`config.mk`:
```
export PLATFORM = sky130hd
export DESIGN_NAME = adder_arbiter
export DESIGN_NICKNAME = d
export VERILOG_FILES = /design/src/rtl/adder_arbiter.sv
export SDC_FILE = /design/constraint.sdc
export NUM_CORES = 1
export LEC_CHECK = 0
export CAP_MARGIN = 10
export CORE_MARGIN = 2
export CORE_UTILIZATION = 45
export DETAILED_ROUTE_END_ITERATION = 8
export DONT_BUFFER_PORTS = 1
export PLACE_DENSITY = 0.71
export SYNTH_ARGS = -nofsm -noshare
export SYNTH_HDL_FRONTEND = slang
export SYNTH_SLANG_ARGS = --single-unit
```
`constraint.sdc`:
```
create_clock -name i_clk -period 2.8 [get_ports i_clk]
set_input_delay 0.14 -clock i_clk [delete_from_list [all_inputs] [get_ports i_clk]]
set_output_delay 0.14 -clock i_clk [all_outputs]
set_load 0.01 [all_outputs]
```
`src/rtl/adder_arbiter.sv`:
```
// One registered W-bit adder shared round-robin between N_REQ valid/ready requesters.
// Each grant is a fixed three-phase sequence: accept operands, add, hold the response until it is taken.
module adder_arbiter #(
   parameter int N_REQ = 4,
   parameter int W     = 32,
   parameter int IDW   = $clog2(N_REQ)
) (
   input  logic               i_clk,
   input  logic               i_rst_n,
   input  logic [N_REQ-1:0]   i_req_valid,
   input  logic [N_REQ*W-1:0] i_req_a,
   input  logic [N_REQ*W-1:0] i_req_b,
   output logic [N_REQ-1:0]   o_req_ready,
   output logic               o_rsp_valid,
   output logic [IDW-1:0]     o_rsp_id,
   output logic [W-1:0]       o_rsp_sum,
   input  logic               i_rsp_ready,
   output logic               o_busy
);

   typedef enum logic [1:0] {IDLE = 2'd0, CALC = 2'd1, RESP = 2'd2} state_t;

   state_t                      state_q, state_d;
   logic [IDW-1:0]              rr_ptr_q, rr_ptr_d;
   logic [IDW-1:0]              id_q, id_d;
   logic [W-1:0]                a_q, a_d, b_q, b_d, sum_q, sum_d;
   logic [N_REQ-1:0][W-1:0]     req_a, req_b;
   logic                        gnt_vld, accept;
   logic [IDW-1:0]              gnt_id;

   assign req_a = i_req_a;
   assign req_b = i_req_b;

   // Scan starts just past the last winner, so the last winner has lowest priority.
   always_comb begin
      gnt_vld = 1'b0;
      gnt_id  = '0;
      for (int i = 1; i <= N_REQ; i++) begin
         if (!gnt_vld && i_req_valid[(int'(rr_ptr_q) + i) % N_REQ]) begin
            gnt_vld = 1'b1;
            gnt_id  = IDW'((int'(rr_ptr_q) + i) % N_REQ);
         end
      end
   end

   assign accept      = (state_q == IDLE) && gnt_vld && i_rst_n;
   assign o_req_ready = accept ? (N_REQ'(1) << gnt_id) : '0;

   always_comb begin
      state_d  = state_q;
      rr_ptr_d = rr_ptr_q;
      id_d     = id_q;
      a_d      = a_q;
      b_d      = b_q;
      sum_d    = sum_q;
      case (state_q)
         IDLE: begin
            if (accept) begin
               a_d      = req_a[gnt_id];
               b_d      = req_b[gnt_id];
               id_d     = gnt_id;
               rr_ptr_d = gnt_id;
               state_d  = CALC;
            end
         end
         CALC: begin
            sum_d   = a_q + b_q;
            state_d = RESP;
         end
         RESP: begin
            if (i_rsp_ready) state_d = IDLE;
         end
         default: state_d = IDLE;
      endcase
   end

   always_ff @(posedge i_clk) begin
      if (!i_rst_n) begin
         state_q  <= IDLE;
         rr_ptr_q <= IDW'(N_REQ - 1);
         id_q     <= '0;
         a_q      <= '0;
         b_q      <= '0;
         sum_q    <= '0;
      end else begin
         state_q  <= state_d;
         rr_ptr_q <= rr_ptr_d;
         id_q     <= id_d;
         a_q      <= a_d;
         b_q      <= b_d;
         sum_q    <= sum_d;
      end
   end

   assign o_rsp_valid = (state_q == RESP);
   assign o_busy      = (state_q != IDLE);
   assign o_rsp_id    = id_q;
   assign o_rsp_sum   = sum_q;

endmodule
```
* Word level (Yosys, flattened, before mapping) *
Index checks and enable logic that the tools add are counted.

word-level totals
  register bits after elaboration = 102
  input port bits = 263
  output and inout port bits = 40

cells by class
  $add $sub $neg = 5
  order comparisons = 5
  eq/ne operators = 4
  shift operators = 1
  multiplexer cells = 28
  bitwise gates (word level) = 4
  reductions and logical operators = 16

operators with widths
  cell                                                count
  binary-select mux 32 bit (select 2 bit)             2
  two-way mux 32 bit                                  2
  adder 32 bit                                        1
  < comparator 3 x 4 -> 1 bit, second input constant  4
  two-way mux 1 bit                                   12
  two-way mux 2 bit                                   6
  binary-select mux 1 bit (select 2 bit)              4
  OR reduction 2 bit                                  4
  one-hot mux 2 bit (3 select lines)                  1
  logical AND 1 bit                                   5
  adder 2 x 1 -> 2 bit, second input constant         2
  adder 2 bit, second input constant                  2
  AND 1 bit, first input constant                     4
  two-way mux 4 bit                                   1
  AND reduction 2 bit                                 2
  << shifter 1 x 2 -> 4 bit, first input constant     1
  logical NOT 1 bit                                   3
  < comparator 2 x 3 -> 1 bit, second input constant  1
  == test 2 x 1 -> 1 bit, second input constant       1
  == test 2 bit, second input constant                1
  logical NOT 2 bit                                   1
  != test 2 x 1 -> 1 bit, second input constant       1
  != test 2 bit, second input constant                1
  nonzero test 2 bit                                  1

* Logic depth before layout (Yosys ltp) *
  depth in word-level cells = 20
  mapped depth = 10
  depth with buffers taken out = 9

* Worst setup path before layout *
Ideal clock, no wire load.

  path kind = reg-to-reg
  start = register a_q[0]
  end = register sum_q[30] (netlist: o_rsp_sum[30])
  setup time = 0.120 ns
  data arrival time = 2.331 ns
  required time = 2.680 ns
  path slack = 0.349 ns
  stages on the path, launching flop included = 10
  path buffers = 0
  clock period less this slack = 2.451 ns
  path through = dfxtp_1 ha_1 fa_1 a21oi_1 and4b_1 o2111ai_1 a2111oi_4 o31ai_4 nor2_1 a211o_1

between the ends
  word-level cells in the longest chain between the ends = 1

RTL lines
  element                   line  RTL
  start: declaration        26    logic [W-1:0] a_q, a_d, b_q, b_d, sum_q, sum_d;
  start signal: assignment  82    a_q <= '0;
  start signal: assignment  89    a_q <= a_d;
  adder 32 bit              67    sum_d = a_q + b_q;
  end signal: assignment    91    sum_q <= sum_d;
  end: declaration          26

No other way between the ends.
A chain may end at the register's enable or synchronous reset.

* Final worst setup path *
  start = register a_q[0]
  end = register sum_q[20] (netlist: o_rsp_sum[20])

Same word-level chain as after synthesis.

==> results.toml <==
[clock_tree]
ctsLongestPathBuffers = 2
numCtsBuffers = 9
cts_root_buffer = "clkbuf_16"
cts_tree = "built"
htreeDepth = 3
clk-insertion-delay-late_ns = 0.36
cts.sinks = 102
post-cts-setup-buffers = 0
clk_pin_slew_ns = 0.07

[sta]
slew_headroom_pct = 49.3
fmax_ghz = 0.381
slew_violations = 0
hold_ws_ns = -0.00242
setup-tns-final_ns = 0
finalHoldViolCount = 1
worstMarginPinSlew_ns = 0.760
rsz0062_at_grt = "false"
finalSetupViolCount = 0
fin_skew_ns = 0.0109
min_period_over_period_pct = 93.7
min_period_ns = 2.62

[yosys]
synth_seq_cells = 102
ys_warn_count = 0
syn_area_um2 = 7260
ys_types = 60
synth_flop_cell = "dfxtp_1"
syn-num-nets = 1415
avgSynthCellArea_um2 = 6.49
synth_edf_count = 0
seq_area_frac_synth_pct = 28.1
synth-async-reset-ratio_pct = 0
synthCells = 1120

[global_route]
grt_first_pass_wirelength_mm = 33.5
grt-ovfl-total = 0
globalRouteTotalUtil_pct = 24.9
grt_max_degree = 134
antenna_found_initial = 0
grt_pass1_vias = 6432

[layout]
final_common_cell = "nand2_1"
n_antenna_cell = 0
utilization_pct = 48.9
drive_gt1_share_pct = 4.21
final_cell_count_no_fill = 1284
layout-area-overhead-vs-synth_pct = 6.54
finalNetCount = 1359
mostFrequentLayoutCells = "nand2_1, nand3_1, dfxtp_1, o21ai_0, o21ai_1"

[pwr]
power.total_mw = 5.85
max-vdd-ir-drop_mv = 0.367
p_leak_nw = 3.46
p_per_area_nw_per_um2 = 755

[critical_path]
startpoint_type = "flip-flop"
crit_path_end_kind = "flip-flop"
crit_fanout = 4
cp.required_ns = 3.04
crit_arrival_ns = 2.87
crit_type = "reg2reg"

[status]
violations = "hold timing"
status = "complete, but fails checks"

[floorplanning]
ios = 303
fp.dieW_um = 131
row_count = 46
start_util_pct = 45.9
coreArea_um2 = 15800
die_h_um = 131
dieArea_um2 = 17200

[detailed_routing]
wl_met1_mm = 10.3
drt_iter0_drc = 581
postRouteAntennaNets = 0
wl_met3_mm = 1.77
routed.top_layer = "met4"
wl_per_cell_um = 17.0
vias = 7367
drt-pass1-iter-count = 6
drt_wl_total_mm = 21.9
routed-wl-met2_mm = 9.37
avgViaCountPerCell = 5.74
drcViolationCount = 0

[run]
drv_cap = 0

[placement]
dp.cells = 1267
gp_congestion = 0.952
port_buffers = 0
hpwl_mm = 16.6

[worst_hold_path]
worstHoldPathType = "in2reg"
[synth_stat cells (2+ instances only)]
cell,n,area [µm²]
and3_1,13,81.3
o21ai_0,94,470
buf_2,16,80.1
nor3_1,5,25.0
nor2b_1,6,37.5
xnor2_1,6,52.6
o21ai_1,62,310
o311ai_1,2,17.5
inv_1,10,37.5
nand2b_1,6,37.5
o2111ai_1,2,17.5
a2111oi_4,2,55.1
dfxtp_1,102,2040
ha_1,31,388
and2_1,2,12.5
or3_1,2,12.5
nand4_1,6,37.5
a21o_1,25,188
o211ai_1,6,45.0
a211oi_1,5,37.5
buf_1,8,30.0
a2111oi_0,2,17.5
nor4_1,3,18.8
a21oi_2,3,26.3
a21boi_0,2,15.0
a31oi_1,6,37.5
o31ai_1,4,30.0
nor2_1,24,90.1
xor2_1,12,105
a21oi_1,46,230
nand2_1,370,1390
o21bai_1,2,15.0
or2_2,3,18.8
o21a_1,5,37.5
nand3_1,147,736
clkbuf_1,54,203
nand3b_1,3,22.5
[critical path, stage by stage, from the launching register on]
cell       delay, ns
dfxtp_1         0.32
ha_1            0.23
fa_1            0.41
a21oi_1         0.20
and4b_1         0.27
o21bai_2        0.19
a21oi_2         0.11
o2111ai_2       0.26
a2111oi_0       0.15
or3b_1          0.37
[layout make-up]
| type | count | area [µm²] |
|---|---|---|
| Fill cell | 1613 | 8090 |
| Timing Repair Buffer | 12 | 163 |
| Tap cell | 216 | 270 |
| Clock buffer | 11 | 243 |
| Multi-Input combinational cell | 929 | 4910 |
| Sequential cell | 102 | 2040 |
| Clock inverter | 4 | 77.6 |
| Inverter | 10 | 37.5 |
[state kept, by name, summed over array words and instances, names as in the netlist]
signal	cells
a_q	32
b_q	32
o_rsp_sum	32
o_rsp_id	2
rr_ptr_q	2
state_q	2
[metal layers]
layer,GRT usage (%),vias to the layer above
met5,0,-
met4,6.76,0
met3,5.76,24
met2,36.7,284
met1,36.6,3299
li1,-,3760
[where the power goes]
group | internal, mW | leakage, nW | switching, mW | total, mW
Combinational | 0.881 | 2.46 | 1.60 | 2.48
Sequential | 1.75 | 0.842 | 0.244 | 1.99
Clock | 0.810 | 0.157 | 0.565 | 1.37
[through the flow]
| stage | setup slack (ns) | instance area (µm²) |
|---|---|---|
| detailed placement | 0.0988 | 7380 |
| global placement | 0.164 | 7380 |
| global route | 0.0112 | 7740 |
| finish | 0.177 | 7740 |
| floorplan | 0.349 | 7260 |
| CTS | 0.0958 | 7740 |
[final timing paths]
path | start | endpoint | slack (ns) | cells past startpoint
worst max register to register | a_q[0]$_SDFFE_PN0P_ | o_rsp_sum[20]$_SDFFE_PN0N_ | 0.18 | 9
worst max-delay path | a_q[0]$_SDFFE_PN0P_ | o_rsp_sum[20]$_SDFFE_PN0N_ | 0.18 | 9
worst min-delay path | i_rst_n | rr_ptr_q[0]$_SDFFE_PN1P_ | -0.002 | 3
worst min register to register | b_q[27]$_SDFFE_PN0P_ | b_q[27]$_SDFFE_PN0P_ | 0.46 | 2
[logic make-up (layout without fill, tap and decap cells)]
family	after synthesis	after routing	share of synthesized area, %
buf+inv	89	37	4.98
simple gates	597	597	35.5
fa+ha+maj	32	32	5.61
compound gates	282	282	23.6
xor+xnor	18	18	2.17
flops	102	102	28.1
[what timing repair did]
item	4_1_cts	5_1_grt
endpoints found under the hold margin	72	0
resized for setup	0	1
endpoints found under the setup margin	0	1
hold buffers	2	0
(Power assumes the default switching activity.)
